===== config.mk =====
export PLATFORM = sky130hd
export DESIGN_NAME = req_initiator_flat
export DESIGN_NICKNAME = d
export VERILOG_FILES = /design/src/rtl/req_initiator_pkg.sv /design/src/rtl/req_initiator_if.sv /design/src/rtl/req_initiator_wait_timer.sv /design/src/rtl/req_initiator.sv /design/src/flat_wrapper.sv
export SDC_FILE = /design/constraint.sdc
export NUM_CORES = 1
export LEC_CHECK = 0
export BUFFER_PORTS_ARGS = -buffer_cell sky130_fd_sc_hd__buf_2
export CAP_MARGIN = 25
export CELL_PAD_IN_SITES_DETAIL_PLACEMENT = 0
export CELL_PAD_IN_SITES_GLOBAL_PLACEMENT = 2
export CORE_UTILIZATION = 34
export DETAILED_ROUTE_END_ITERATION = 8
export GPL_ROUTABILITY_DRIVEN = 0
export PLACE_DENSITY_LB_ADDON = 0.1
export SLEW_MARGIN = 20
export SYNTH_ARGS = -nofsm -noshare
export SYNTH_HDL_FRONTEND = slang
export SYNTH_SLANG_ARGS = --single-unit
export TNS_END_PERCENT = 1

===== constraint.sdc =====
create_clock -name clk -period 2.37 [get_ports clk]
set_input_delay 0.237 -clock clk [delete_from_list [all_inputs] [get_ports clk]]
set_output_delay 0.237 -clock clk [all_outputs]
set_load 0.05 [all_outputs]

===== src/rtl/req_initiator_pkg.sv =====
// Shared types and constants for the request initiator.
package req_init_pkg;
    localparam int TIMEOUT_DEF   = 4;
    localparam int MAX_RETRY_DEF = 2;
    localparam int PEND_W        = 2;
    localparam int RETRY_W       = 2;
    localparam int WCNT_W        = 4;
    localparam int GCNT_W        = 8;

    typedef enum logic [1:0] {
        ST_IDLE,
        ST_REQ,
        ST_WAIT,
        ST_GAP
    } state_e;
endpackage


===== src/rtl/req_initiator_if.sv =====
// Job/arbiter handshake bundle between the initiator and its environment.
interface req_initiator_if;
    import req_init_pkg::*;

    logic              start;
    logic              gnt;
    logic              req;
    logic              busy;
    logic              done;
    logic              abort;
    logic              overflow;
    logic              spurious;
    logic [GCNT_W-1:0] grant_cnt;

    modport master (
        input  start, gnt,
        output req, busy, done, abort, overflow, spurious, grant_cnt
    );

    modport slave (
        output start, gnt,
        input  req, busy, done, abort, overflow, spurious, grant_cnt
    );
endinterface


===== src/rtl/req_initiator_wait_timer.sv =====
// WAIT cycle counter: holds the current WAIT cycle number (1-based), 0 outside WAIT.
module req_wait_timer
    import req_init_pkg::*;
#(
    parameter int TIMEOUT = TIMEOUT_DEF
) (
    input  logic clk,
    input  logic rst_n,
    input  logic clr_i,
    input  logic en_i,
    output logic expired_o
);
    logic [WCNT_W-1:0] cnt_q, cnt_d;

    always_comb begin
        cnt_d = cnt_q;
        if (clr_i)
            cnt_d = '0;
        else if (en_i)
            cnt_d = cnt_q + WCNT_W'(1);
    end

    always_ff @(posedge clk) begin
        if (!rst_n)
            cnt_q <= '0;
        else
            cnt_q <= cnt_d;
    end

    assign expired_o = (cnt_q == WCNT_W'(TIMEOUT));
endmodule


===== src/rtl/req_initiator.sv =====
// Request initiator: queues up to 3 jobs, issues one-cycle req pulses and
// retries on grant timeout before aborting a job.
module req_initiator
    import req_init_pkg::*;
#(
    parameter int TIMEOUT   = TIMEOUT_DEF,
    parameter int MAX_RETRY = MAX_RETRY_DEF
) (
    input  logic clk,
    input  logic rst_n,
    req_initiator_if.master ri
);
    state_e             state_q, state_d;
    logic [PEND_W-1:0]  pending_q, pending_d;
    logic [RETRY_W-1:0] retry_q, retry_d;
    logic [GCNT_W-1:0]  grant_cnt_q, grant_cnt_d;
    logic               req_q, req_d;
    logic               done_q, done_d;
    logic               abort_q, abort_d;
    logic               overflow_q, overflow_d;
    logic               spurious_q, spurious_d;

    logic in_wait, expired, timer_en;
    logic grant_ev, timeout_ev, abort_ev, retry_ev, complete, overflow_ev;

    assign in_wait     = (state_q == ST_WAIT);
    assign grant_ev    = in_wait & ri.gnt;
    assign timeout_ev  = in_wait & ~ri.gnt & expired;
    assign abort_ev    = timeout_ev & (retry_q >= RETRY_W'(MAX_RETRY));
    assign retry_ev    = timeout_ev & ~abort_ev;
    assign complete    = grant_ev | abort_ev;
    assign overflow_ev = ri.start & ~complete & (pending_q == '1);

    // A start coinciding with a completion nets to zero change.
    always_comb begin
        pending_d = pending_q;
        if (ri.start && !complete && pending_q != '1)
            pending_d = pending_q + PEND_W'(1);
        else if (complete && !ri.start)
            pending_d = pending_q - PEND_W'(1);
    end

    always_comb begin
        retry_d = retry_q;
        if (complete)
            retry_d = '0;
        else if (retry_ev)
            retry_d = retry_q + RETRY_W'(1);
    end

    assign grant_cnt_d = grant_cnt_q + (grant_ev ? GCNT_W'(1) : GCNT_W'(0));

    always_comb begin : next_state_c
        state_d = state_q;
        unique case (state_q)
            ST_IDLE: if (pending_d != '0) state_d = ST_REQ;
            ST_REQ:  state_d = ST_WAIT;
            ST_WAIT: if (grant_ev || timeout_ev) state_d = ST_GAP;
            ST_GAP:  state_d = (pending_d != '0) ? ST_REQ : ST_IDLE;
            default: state_d = ST_IDLE;
        endcase
    end

    always_comb begin : output_c
        req_d      = (state_d == ST_REQ);
        done_d     = grant_ev;
        abort_d    = abort_ev;
        overflow_d = overflow_ev;
        spurious_d = ri.gnt & ~in_wait;
    end

    always_ff @(posedge clk) begin : state_reg
        if (!rst_n) begin
            state_q     <= ST_IDLE;
            pending_q   <= '0;
            retry_q     <= '0;
            grant_cnt_q <= '0;
            req_q       <= 1'b0;
            done_q      <= 1'b0;
            abort_q     <= 1'b0;
            overflow_q  <= 1'b0;
            spurious_q  <= 1'b0;
        end else begin
            state_q     <= state_d;
            pending_q   <= pending_d;
            retry_q     <= retry_d;
            grant_cnt_q <= grant_cnt_d;
            req_q       <= req_d;
            done_q      <= done_d;
            abort_q     <= abort_d;
            overflow_q  <= overflow_d;
            spurious_q  <= spurious_d;
        end
    end

    assign timer_en = (state_d == ST_WAIT);

    req_wait_timer #(
        .TIMEOUT (TIMEOUT)
    ) u_timer (
        .clk       (clk),
        .rst_n     (rst_n),
        .clr_i     (~timer_en),
        .en_i      (timer_en),
        .expired_o (expired)
    );

    assign ri.req       = req_q;
    assign ri.busy      = (state_q != ST_IDLE) || (pending_q != '0);
    assign ri.done      = done_q;
    assign ri.abort     = abort_q;
    assign ri.overflow  = overflow_q;
    assign ri.spurious  = spurious_q;
    assign ri.grant_cnt = grant_cnt_q;
endmodule


===== src/flat_wrapper.sv =====
// flat-port wrapper written by rule: the top's interface ports become plain ports
module req_initiator_flat import req_init_pkg::*;
#(
    parameter int TIMEOUT   = TIMEOUT_DEF,
    parameter int MAX_RETRY = MAX_RETRY_DEF
)
  (clk, rst_n, ri_start, ri_gnt, ri_req, ri_busy, ri_done, ri_abort, ri_overflow, ri_spurious, ri_grant_cnt);
  req_initiator_if ri_i ();
  input  logic clk;
  input  logic rst_n;
  input wire logic [$bits(ri_i.start)-1:0] ri_start;
  input wire logic [$bits(ri_i.gnt)-1:0] ri_gnt;
  output wire logic [$bits(ri_i.req)-1:0] ri_req;
  output wire logic [$bits(ri_i.busy)-1:0] ri_busy;
  output wire logic [$bits(ri_i.done)-1:0] ri_done;
  output wire logic [$bits(ri_i.abort)-1:0] ri_abort;
  output wire logic [$bits(ri_i.overflow)-1:0] ri_overflow;
  output wire logic [$bits(ri_i.spurious)-1:0] ri_spurious;
  output wire logic [$bits(ri_i.grant_cnt)-1:0] ri_grant_cnt;
  assign ri_i.start = ri_start;
  assign ri_i.gnt = ri_gnt;
  assign ri_req = ri_i.req;
  assign ri_busy = ri_i.busy;
  assign ri_done = ri_i.done;
  assign ri_abort = ri_i.abort;
  assign ri_overflow = ri_i.overflow;
  assign ri_spurious = ri_i.spurious;
  assign ri_grant_cnt = ri_i.grant_cnt;
  req_initiator #(.TIMEOUT(TIMEOUT), .MAX_RETRY(MAX_RETRY)) u_core (.clk(clk), .rst_n(rst_n), .ri(ri_i));
endmodule

Word level (Yosys, flattened, before mapping)

Index checks and enable logic that the tools add are counted.

Add/subtract/negate cells: 5
Magnitude comparators: 1
Equality and inequality tests: 8
Multiplexer cells: 7
Bitwise operators: 14
Reduce and logical (&&, ||, !) cells: 13

Operators with widths:

| cell                                                                   | number |
|---|---|
| 8-bit adder                                                            | 1 |
| 1-bit bitwise AND                                                      | 8 |
| 2-bit equality test (second input constant)                            | 4 |
| 2-bit two-way mux                                                      | 4 |
| 2-bit case mux with 4 select lines                                     | 1 |
| 2-bit nonzero test                                                     | 3 |
| 1-bit NOT                                                              | 5 |
| 2-bit by 1-bit adder with 2-bit output (second input constant)         | 2 |
| 4-bit by 1-bit adder with 4-bit output (second input constant)         | 1 |
| 2-bit by 1-bit equality test with 1-bit output (second input constant) | 2 |
| 4-bit by 3-bit equality test with 1-bit output (second input constant) | 1 |
| 1-bit logical AND                                                      | 3 |
| 2-bit greater-or-equal comparator (second input constant)              | 1 |
| 1-bit logical NOT                                                      | 2 |
| 2-bit logical NOT                                                      | 1 |
| 1-bit logical OR                                                       | 2 |
| 1-bit two-way mux                                                      | 2 |
| 2-bit inequality test (second input constant)                          | 1 |
| 2-bit AND reduction                                                    | 1 |
| 2-bit OR reduction                                                     | 1 |
| 2-bit by 1-bit subtractor with 2-bit output (second input constant)    | 1 |
| 1-bit bitwise OR                                                       | 1 |

Flip-flop bits (word level): 23
Bits of input ports: 4
Output and inout bits: 14
Logic and storage cells: 58

Depth between registers and ports, before layout

Gate-level depths: netlist of the first run.

Depth in word-level cells: 14
Gate-level depth with buffers: 9
Gate-level depth less buffers: 9

Cells and area by module

From an unflattened synthesis of the first run, not the netlist that was laid out.

Cells, all modules: 120
Area total of the unflattened synthesis: 1,149.9 µm²

Modules (own cells, without submodules):

| module         | instances | cells an instance | area an instance (µm²) | seq. area each (µm²) |
|---|---|---|---|---|
| req_initiator  | 1         | 99                | 938.4                  | 380.4 |
| req_wait_timer | 1         | 21                | 211.5                  | 80.1 |

Worst setup path after synthesis of the first run

OpenSTA, ideal clock, no wires.

Path kind: register to register
From: register u_core.pending_q[0]
To: register u_core.u_timer.cnt_q[0]
Library setup time: 103 ps
Arrival: 1,739 ps
Data required time: 2,267 ps
Slack: 528 ps
Stages on the path, launching flop included: 7
Buffers on the path: 0
Period minus slack after synthesis: 1,842 ps
Path through: dfxtp_1 -> inv_1 -> ha_1 -> inv_1 -> a2111o_1 -> o211a_4 -> a2111oi_2

Word-level cells in the longest chain between the ends: 8
Elaborated cells on any way between the ends: 12
Classes of those cells: 2 x add/sub; 2 x eq/ne; 5 x mux; 3 x reduce/logical

RTL lines:

| element                                                                                     | RTL line                                 | text |
|---|---|---|
| start, declared                                                                             | req_initiator.sv:14                      | `logic [PEND_W-1:0] pending_q, pending_d;` |
| start signal, assigned                                                                      | req_initiator.sv:85                      | `pending_q <= pending_d;` |
| 2-bit by 1-bit subtractor with 2-bit output / 2-bit inequality test (equally long branches) | req_initiator.sv:40, req_initiator.sv:37 |  |
| 2-bit two-way mux / 1-bit logical AND (equally long branches)                               | req_initiator.sv:39, req_initiator.sv:37 |  |
| 2-bit two-way mux *                                                                         | req_initiator.sv:37                      | `if (ri.start && !complete && pending_q != '1)` |
| 2-bit nonzero test *                                                                        | req_initiator.sv:56, req_initiator.sv:59 |  |
| 1-bit two-way mux / 2-bit two-way mux (equally long branches)                               | req_initiator.sv:59, req_initiator.sv:56 |  |
| 2-bit case mux with 4 select lines *                                                        | req_initiator.sv:55                      | `unique case (state_q)` |
| 2-bit equality test *                                                                       | req_initiator.sv:96                      | `assign timer_en = (state_d == ST_WAIT);` |
| 2-bit AND reduction (no line) *                                                             | -                                        |  |
| end signal, assigned                                                                        | req_initiator_wait_timer.sv:27           | `cnt_q <= cnt_d;` |
| end, declared                                                                               | req_initiator_wait_timer.sv:13           | `logic [WCNT_W-1:0] cnt_q, cnt_d;` |

Mark *: on every way between the ends. The rest lies on a longest branch, timed or not.
A chain may end at the register's enable or synchronous reset.

Final worst setup path of the first run

From: register u_core.state_q[0]
To: register u_core.u_timer.cnt_q[2]

Word-level cells in the longest chain between the ends: 14
Elaborated cells on any way between the ends: 23
Classes of those cells: 4 x eq/ne; 6 x mux; 5 x bitwise; 8 x reduce/logical

RTL lines:

| element                                                       | RTL line                                 | text |
|---|---|---|
| start, declared                                               | req_initiator.sv:13                      | `state_e state_q, state_d;` |
| start signal, assigned                                        | req_initiator.sv:84                      | `state_q <= state_d;` |
| 2-bit equality test                                           | req_initiator.sv:26, req_initiator.sv:55 |  |
| 1-bit bitwise AND (2 in series)                               | req_initiator.sv:28                      | `assign timeout_ev = in_wait & ~ri.gnt & expired;` |
| 1-bit bitwise AND                                             | req_initiator.sv:29                      | `assign abort_ev = timeout_ev & (retry_q >= RETRY_W'(MAX_RETRY));` |
| 1-bit bitwise OR                                              | req_initiator.sv:31                      | `assign complete = grant_ev \| abort_ev;` |
| 1-bit logical NOT                                             | req_initiator.sv:37                      |  |
| 1-bit logical AND (2 in series)                               | req_initiator.sv:37                      |  |
| 2-bit two-way mux                                             | req_initiator.sv:37                      |  |
| 2-bit nonzero test                                            | req_initiator.sv:56, req_initiator.sv:59 |  |
| 1-bit two-way mux / 2-bit two-way mux (equally long branches) | req_initiator.sv:59, req_initiator.sv:56 |  |
| 2-bit case mux with 4 select lines *                          | req_initiator.sv:55                      |  |
| 2-bit equality test *                                         | req_initiator.sv:96                      |  |
| 2-bit AND reduction (no line) *                               | -                                        |  |

Marks and branches as above.

==> out/metrics.yaml, run 1 <==
cells_and_area:
  nets: 163
  area_growth_pct: 13.03
  layout_common_cells: "23 x dfxtp_1, 17 x buf_2, 11 x nor2_1, 11 x ha_1, 10 x inv_1"
  final_core_util: 0.4066
  antenna_cells: 0
  final_area_mm2: 0.001368
  final_common_cell: "dfxtp_1"
  layout-drive-gt1-share: 0.2109
  fin_cells: 193
drt:
  drt_iter0_drc: 38
  top_layer: "met4"
  viasPerCell: 4.933
  ant_nets: 0
  route.met2.wl_um: 1111
  wl_um: 2460
  vias: 952
  met1_length_um: 1252
  first_pass_iters: 3
  met3_wirelength_um: 66
  avgRoutedWirePerCell_um: 12.75
  drc: 0
logic_synthesis:
  postSynthCellCount: 129
  ys_ff_latch: 23
  netlist_area_mm2: 0.001210
  synth_cell_type_count: 34
  synth_area_per_cell_um2: 9.379
  yosysWarnings: 0
  syn_nets: 144
  yosysSeqAreaShare: 0.3806
run:
  cap_viol_max_count: 0
clocking:
  clockBufferDepth: 2
  cts_root_buf: "clkbuf_4"
  numCtsBuffers: 3
  cts_tree: "done"
  clock_latency_ps: 300
  cts_htree_levels: 1
  cts_sinks: 23
  cts_hold_buf: 0
  cts_setup_buffers: 0
  ctsResizeCount: 0
  clk_pin_slew_ps: 120
timing:
  maxSlewViolCount: 0
  rsz0062_at_grt: "no"
  finalSetupTns_ps: 0
  timing.final.crit_share: 0.8608
  whs_ps: 217.0
  max_freq_ghz: 0.4902
  finalSetupViolations: 0
  clock_skew_ps: 1.460
  finalHoldViolCount: 0
  relSlewSlack: 0.7396
  finalCriticalPeriod_ps: 2040
  worst_slew_pin_slew_ps: 380.7
power:
  power.density_mw_per_mm2: 913.9
  ir_drop_mv: 0.3944
  total_leakage_power_uw: 0.0005948
global_routing:
  gr-total-overflow: 0
  grt_usage: 0.1435
  grt_pass1_wl_um: 3974
  grt_max_degree: 15
  first_global_vias: 863
  antenna_found_initial: 0
die:
  fp.coreArea_mm2: 0.003363
  die_w_um: 61.66
  ioPinCount: 18
  die_h_um: 61.66
  start_util: 0.3597
  dieArea_mm2: 0.003801
  core.rowCount: 21
placed_design:
  dp_hpwl_um: 1946
  dp.cells: 189
  dpl-instance-area_mm2: 0.001341
  port_buffers: 17
worst_setup_path:
  cp-start-kind: "register"
  endpoint_kind: "register"
  crit_fanout: 7
  critPathRequiredTime_ps: 2580
  reg2reg_depth: 6
  crit_arrival_ps: 2250
  worstSetupPathType: "reg -> reg"
outcome:
  outcome: "finished, final reports clean"
hold_path:
  min_path_cells: 2
  min_path_type: "in -> reg"
Yosys cell counts:
cell,instances,area (um2)
dfxtp_1,23,460.4
ha_1,11,137.6
nor2_1,11,41.29
inv_1,10,37.54
nand2_1,8,30.03
nand3_1,8,40.04
a21oi_1,5,25.02
mux2i_1,5,50.05
xor2_1,5,43.79
nor4_1,4,25.02
a2111oi_2,3,45.04
nor3_1,3,15.01
xnor2_1,3,26.28
and2_1,2,12.51
and3_1,2,12.51
clkbuf_1,2,7.510
inv_2,2,7.510
o211ai_1,2,15.01
o21a_1,2,15.01
o21ai_0,2,10.01
o32ai_1,2,17.52
or2_2,2,12.51
a2111o_1,1,11.26
a2111oi_0,1,8.760
a211oi_1,1,7.510
a21bo_2,1,10.01
buf_1,1,3.750
mux2_4,1,15.01
nand2b_1,1,6.260
nand3b_1,1,7.510
nand4b_4,1,23.77
o211a_4,1,17.52
o21ai_1,1,5.000
o22ai_1,1,6.260
cells by family after synthesis:
| kind of cell | Yosys count | share of synthesized area |
|---|---|---|
| AO/OA/AOI/OAI | 23 | 0.1603 |
| adder cells (fa/ha/maj) | 11 | 0.1138 |
| multiplexers | 6 | 0.05377 |
| flip-flops | 23 | 0.3806 |
| XOR/XNOR | 8 | 0.05791 |
| AND/OR/NAND/NOR | 43 | 0.1872 |
| buffers and inverters | 15 | 0.04654 |
flip-flops by register name (all words and copies together) (netlist names):
register              flops
u_core.pending_q          2
u_core.retry_q            2
u_core.ri.abort           1
u_core.ri.done            1
u_core.ri.grant_cnt       8
u_core.ri.overflow        1
u_core.ri.req             1
u_core.ri.spurious        1
u_core.state_q            2
u_core.u_timer.cnt_q      4
layer usage:
layer | up-vias | track usage
met5 | - | 0
met4 | 0 | 0.03810
met3 | 4 | 0.02521
met2 | 17 | 0.2488
met1 | 443 | 0.1830
li1 | 488 | -
worst max-delay path, cell delays in order, from the launching register on:
cell,delay (ps)
dfxtp_1,360
inv_1,120
ha_1,330
nand4b_4,180
o21a_1,290
mux2_4,360
a2111oi_2,300
cell type report:
| class | instances | area, um2 |
|---|---|---|
| inverter | 12 | 45.04 |
| fill | 371 | 1996 |
| clock buffer | 4 | 26.28 |
| timing repair buffer | 17 | 85.08 |
| tap | 46 | 57.56 |
| multi-input combinational | 91 | 693.2 |
| sequential | 23 | 460.4 |
metrics by stage:
step	power (uW)	setup WS, ps
floorplan	956.9	527.7
global placement	1078	390.7
detailed placement	1084	364.1
CTS	1265	329.0
global route	1357	137.2
finish	1250	329.8
power by group:
part	leakage, uW	switching, uW	internal, uW
combinational	0.000393	388	206
sequential	0.000187	41.6	436
clock	0.0000150	112	65.6
path summary, 6_finish.rpt:
kind | endpoint | slack [ps] | startpoint
worst max register to register | u_core.u_timer.cnt_q[2] | 330 | u_core.state_q[0]
worst max-delay path | u_core.u_timer.cnt_q[2] | 330 | u_core.state_q[0]
worst min-delay path | u_core.ri.abort | 220 | ri_gnt
worst min register to register | u_core.pending_q[0] | 530 | u_core.pending_q[0]
Note: power is estimated with default switching activity, not from simulation.
==> run 2, diff against run 1 <==
--- a/config.mk
+++ b/config.mk
@@ -9,10 +9,11 @@
 export CAP_MARGIN = 25
 export CELL_PAD_IN_SITES_DETAIL_PLACEMENT = 0
 export CELL_PAD_IN_SITES_GLOBAL_PLACEMENT = 2
+export CORE_MARGIN = 2
 export CORE_UTILIZATION = 34
 export DETAILED_ROUTE_END_ITERATION = 8
 export GPL_ROUTABILITY_DRIVEN = 0
-export PLACE_DENSITY_LB_ADDON = 0.1
+export PLACE_DENSITY = 0.78
 export SLEW_MARGIN = 20
 export SYNTH_ARGS = -nofsm -noshare
 export SYNTH_HDL_FRONTEND = slang
==> run 2 against run 1 <==
Compared with the run above: combinational power is 0.7% lower; critical path depth stayed put; count of clock-buffer cells in the layout is 1 lower; die area is 6.6% higher; hold slack worse by 18 ps; setup slack better by 16 ps; power is 1.1% higher; register-to-register slack better by 20 ps; first-iteration DRC count is 18% lower; critical endpoint unchanged; utilization is 0.28 points lower; via count is 2.4% higher; sequential power hardly changed.
==> out/metrics.yaml, run 2 (synthesized netlist as in run 1, its figures left out) <==
drt:
  first_pass_iters: 4  # +1
  drt_iter0_drc: 31  # -18%
  vias: 975  # +2.4%
  wl_um: 2434  # -1.1%
  avgRoutedWirePerCell_um: 12.61  # -1.1%
  drc: 0  # unchanged
  viasPerCell: 5.052  # +2.4%
  ant_nets: 0  # unchanged
hold_path:
  min_path_cells: 2  # unchanged
  min_path_type: "in -> reg"
clocking:
  cts_root_buf: "clkbuf_4"
  clockBufferDepth: 2  # unchanged
  numCtsBuffers: 3  # unchanged
  cts_sinks: 23  # unchanged
  cts_htree_levels: 1  # unchanged
  clk_pin_slew_ps: 140  # +20 ps
  cts_hold_buf: 0  # unchanged
  clock_latency_ps: 330  # +30 ps
  cts_tree: "done"
  cts_setup_buffers: 0  # unchanged
  ctsResizeCount: 0  # unchanged
global_routing:
  first_global_vias: 937  # +8.6%
  gr-total-overflow: 0  # unchanged
  antenna_found_initial: 0  # unchanged
  grt_pass1_wl_um: 4271  # +7.5%
  grt_max_degree: 15  # unchanged
  grt_usage: 0.1344  # -0.009184
timing:
  relSlewSlack: 0.7169  # -0.02268
  max_freq_ghz: 0.4940  # +0.78%
  finalHoldViolCount: 0  # unchanged
  timing.final.crit_share: 0.8541  # -0.006695
  whs_ps: 199.2  # -17.74 ps
  finalSetupViolations: 0  # unchanged
  clock_skew_ps: 5.254  # +3.794 ps
  rsz0062_at_grt: "no"
  maxSlewViolCount: 0  # unchanged
  finalCriticalPeriod_ps: 2024  # -15.87 ps
  finalSetupTns_ps: 0  # unchanged
  worst_slew_pin_slew_ps: 413.9  # +33.16 ps
worst_setup_path:
  critPathRequiredTime_ps: 2610  # +30 ps
  crit_arrival_ps: 2260  # about the same
  worstSetupPathType: "reg -> reg"
  cp-start-kind: "register"
  rrSetupSlack_ps: 350  # +20 ps
  endpoint_kind: "register"
  cp-startpoint: "u_core.pending_q[0]"
  reg2reg_depth: 6  # unchanged
  critPathCapture: "u_core.u_timer.cnt_q[2]"
  crit_fanout: 5  # -2
  r2r-end: "u_core.u_timer.cnt_q[2]"
  r2r-start: "u_core.pending_q[0]"
outcome:
  outcome: "finished, final reports clean"
placed_design:
  dpl-instance-area_mm2: 0.001341  # unchanged
  dp_hpwl_um: 1879  # -3.5%
  port_buffers: 17  # unchanged
cells_and_area:
  final_area_mm2: 0.001369  # about the same
  antenna_cells: 0  # unchanged
  nets: 163  # unchanged
  layout_common_cells: "23 x dfxtp_1, 17 x buf_2, 11 x nor2_1, 11 x ha_1, 10 x inv_1"
  area_growth_pct: 13.13  # about the same
  final_common_cell: "dfxtp_1"
  layout-drive-gt1-share: 0.2177  # +0.006803
  largest_reg_flops: 8  # unchanged
die:
  dieArea_mm2: 0.004052  # +6.6%
  die_w_um: 63.66  # +3.2%
  core.rowCount: 21  # unchanged
  start_util: 0.3570  # -0.002789
  fp.coreArea_mm2: 0.003390  # +0.78%
  ioPinCount: 18  # unchanged
  die_h_um: 63.66  # +3.2%
power:
  total_leakage_power_uw: 0.0005976  # +0.46%
  ir_drop_mv: 0.3162  # -20%
  power.density_mw_per_mm2: 922.9  # +0.98%
  power_uw: 1263  # +1.1%
run:
  cap_viol_max_count: 0  # unchanged
## run 2: cell count changes in the layout (fill, tap and decap cells not counted), sizes merged
cell / delta
clkinv: +1
clkbuf: -1
## run 2: layer usage
layer	track usage	wire length (um)	part of all wire
met5	0	0	0
met4	0.05707	40	0.016
met3	0.02321	105	0.043
met2	0.2132	1089	0.45
met1	0.1787	1198	0.49
## run 2: final cells by class
type	instances	area, um2
clock buffer	3	22.52
clock inverter	1	5.005
fill	371	2021
inverter	12	45.04
multi-input combinational	91	693.2
sequential	23	460.4
tap	46	57.56
timing repair buffer	17	85.08
## run 2: worst min-delay path by stage
stage | slack, ps | endpoint | start
2_1_floorplan | 320 | u_core.ri.abort | ri_gnt
3_3_place_gp | 490 | u_core.ri.grant_cnt[7] | u_core.ri.grant_cnt[7]
3_5_place_dp | 500 | u_core.ri.grant_cnt[7] | u_core.ri.grant_cnt[7]
4_1_cts | 200 | u_core.ri.abort | ri_gnt
5_1_grt | 200 | u_core.ri.abort | ri_gnt
6_report | 200 | u_core.ri.abort | ri_gnt
## run 2: critical path: stages, from the launching register on
cell	delay (ps)
dfxtp_1	420
inv_1	110
ha_1	310
inv_1	70
a2111o_1	410
o211a_4	280
a2111oi_2	340
## run 2: where the power goes
part	total [uW]	switching, uW	internal, uW
sequential	476	39.5	436
combinational	590	385	205
clock	197	134	63.4
## run 2: stage by stage
stage,std cells,setup slack (ps),util
after floorplan,129,527.7,-
after global placement,189,389.8,0.3957
after detailed placement,189,357.9,0.3957
after CTS,193,324.1,0.4038
after global routing,193,179.5,0.4038
final,193,345.7,0.4038
==> run 3, diff against run 2 <==
--- a/config.mk
+++ b/config.mk
@@ -7,13 +7,11 @@
 export LEC_CHECK = 0
 export BUFFER_PORTS_ARGS = -buffer_cell sky130_fd_sc_hd__buf_2
 export CAP_MARGIN = 25
-export CELL_PAD_IN_SITES_DETAIL_PLACEMENT = 0
-export CELL_PAD_IN_SITES_GLOBAL_PLACEMENT = 2
 export CORE_MARGIN = 2
-export CORE_UTILIZATION = 34
+export CORE_UTILIZATION = 52
 export DETAILED_ROUTE_END_ITERATION = 8
 export GPL_ROUTABILITY_DRIVEN = 0
-export PLACE_DENSITY = 0.78
+export PLACE_DENSITY = 0.75
 export SLEW_MARGIN = 20
 export SYNTH_ARGS = -nofsm -noshare
 export SYNTH_HDL_FRONTEND = slang
==> run 3 against run 2 <==
Compared with the run above: global-route usage up 4.2 points; sequential power about the same; sequential share of layout area up 0.59 points; die area down 33%; fmax down 1.8%; hold slack better by 4.2 ps; first-iteration DRC count down 45%; power down 1.2%; largest cell class unchanged; highest routed layer unchanged.
==> out/metrics.yaml, run 3 (synthesized netlist as in run 1, its figures left out) <==
global_routing:
  antenna_found_initial: 0  # unchanged
  top_usage_layer: "met2"
  use_met1: 0.2451  # +0.06635
  gr-total-overflow: 0  # unchanged
  grt_max_degree: 15  # unchanged
  use_met2: 0.2743  # +0.06110
  grt_pass1_wl_um: 3643  # -15%
  first_global_vias: 888  # -5.2%
  grt_usage: 0.1766  # +0.04226
  gr-usage-met3: 0.02857  # +0.005357
cells_and_area:
  final_area_mm2: 0.001345  # -1.7%
  fillers: 210  # -43%
  layout_common_cells: "23 x dfxtp_1, 17 x buf_2, 11 x nor2_1, 11 x ha_1, 10 x inv_1"
  multiInputGateArea_um2: 693.2  # unchanged
  antenna_cells: 0  # unchanged
  largest_reg_flops: 8  # unchanged
  area_growth_pct: 11.17
  nets: 163  # unchanged
  final_common_cell: "dfxtp_1"
  regArea_um2: 460.4  # unchanged
  layout-drive-gt1-share: 0.2109  # -0.006803
clocking:
  cts_setup_buffers: 0  # unchanged
  clockBufferDepth: 2  # unchanged
  cts_root_buf: "clkbuf_4"
  cts_sinks: 23  # unchanged
  cts_hold_buf: 0  # unchanged
  ctsResizeCount: 0  # unchanged
  cts_tree: "done"
  clock_latency_ps: 310  # -20 ps
  numCtsBuffers: 3  # unchanged
  cts_htree_levels: 1  # unchanged
  clk_pin_slew_ps: 130  # about the same
worst_setup_path:
  crit_arrival_ps: 2280  # +20 ps
  cp-start-kind: "register"
  crit_fanout: 5  # unchanged
  path_buf_inv: 2  # unchanged
  endpoint_kind: "register"
  crit_family: "compound AO/OA/AOI/OAI gates"
  cp_slowest_cell: "dfxtp_1"
  critPathRequiredTime_ps: 2580  # -30 ps
  cp_slowest_stage_delay_ps: 420  # about the same
  crit_top_cell: "inv_1"
  worstSetupPathType: "reg -> reg"
  crit_chain: "inv_1 > ha_1 > inv_1 > a2111o_1 > o211a_4 > a2111oi_2"
timing:
  finalCriticalPeriod_ps: 2062  # +38.03 ps
  relSlewSlack: 0.7557  # +0.03878
  clock_skew_ps: 10.85  # +5.598 ps
  maxSlewViolCount: 0  # unchanged
  max_freq_ghz: 0.4849  # -1.8%
  setup_ws_ps: 307.7  # -38.03 ps
  finalSetupTns_ps: 0  # unchanged
  finalHoldViolCount: 0  # unchanged
  worst_slew_pin_slew_ps: 357.2  # -56.70 ps
  timing.final.crit_share: 0.8702  # +0.01605
  rsz0062_at_grt: "no"
  finalSetupViolations: 0  # unchanged
power:
  total_leakage_power_uw: 0.0005948  # -0.46%
  power.density_mw_per_mm2: 928.0  # +0.55%
  ir_drop_mv: 0.6505  # +110%
  power_uw: 1248  # -1.2%
die:
  die_h_um: 52.24  # -18%
  core.rowCount: 17  # -19%
  start_util: 0.5469  # +0.1900
  fp.coreArea_mm2: 0.002212  # -35%
  die_w_um: 52.24  # -18%
  ioPinCount: 18  # unchanged
  dieArea_mm2: 0.002729  # -33%
run:
  cap_viol_max_count: 0  # unchanged
hold_path:
  min_path_type: "in -> reg"
drt:
  avgRoutedWirePerCell_um: 12.64  # +0.23%
  first_pass_iters: 4  # unchanged
  drc: 0  # unchanged
  drt_iter0_drc: 17  # -45%
  vias: 960  # -1.5%
  viasPerCell: 5.486  # +8.6%
  ant_nets: 0  # unchanged
  wl_um: 2212  # -9.1%
placed_design:
  port_buffers: 17  # unchanged
  post-place-ws_ps: 344.3  # -13.62 ps
  dpl-instance-area_mm2: 0.001319  # -1.7%
  dp_hpwl_um: 1687  # -10%
outcome:
  outcome: "finished, final reports clean"
-- run 3: cell count changes in the layout (fill, tap and decap cells not counted), sizes merged --
cell | previous run | this run
clkinv | 1 | 0
clkbuf | 3 | 4
-- run 3: worst paths after layout --
path / to / startpoint / cells past startpoint / slack [ps]
hold / removal: u_core.ri.abort / ri_gnt / 2 / 200
hold reg to reg: u_core.ri.grant_cnt[7] / u_core.ri.grant_cnt[7] / 2 / 530
setup / recovery: u_core.u_timer.cnt_q[2] / u_core.pending_q[0] / 6 / 310
setup reg to reg: u_core.u_timer.cnt_q[2] / u_core.pending_q[0] / 6 / 310
-- run 3: per-layer routing --
layer  share of wire  wire length [um]  up-vias
li1                -                 -      493
met1            0.50              1109      436
met2            0.45               992       27
met3           0.035                78        4
met4           0.014                31        0
met5               0                 0        -
-- run 3: area by class of cell --
| class | instances | share of cell area |
|---|---|---|
| multi-input combinational | 91 | 0.5153 |
| sequential | 23 | 0.3423 |
| tap | 28 | 0.02605 |
| inverter | 12 | 0.03349 |
| clock buffer | 4 | 0.01953 |
| timing repair buffer | 17 | 0.06326 |
-- run 3: worst register-to-register path, cell delays in order, from the launching register on --
cell       delay (ps)
dfxtp_1           420
inv_1             110
ha_1              330
inv_1              80
a2111o_1          400
o211a_4           270
a2111oi_2         360
-- run 3: report_power, final --
group | internal (uW) | switching (uW)
logic | 206 | 384
registers | 436 | 41.5
clock network | 65.6 | 115
-- run 3: through the flow --
stage | util | instances | hold slack [ps]
floorplan | - | 129 | 315.5
global placement | 0.5962 | 171 | 485.7
global route | 0.6080 | 175 | 217.8
CTS | 0.6080 | 175 | 198.9
finish | 0.6080 | 175 | 203.5
detailed placement | 0.5962 | 171 | 501.1
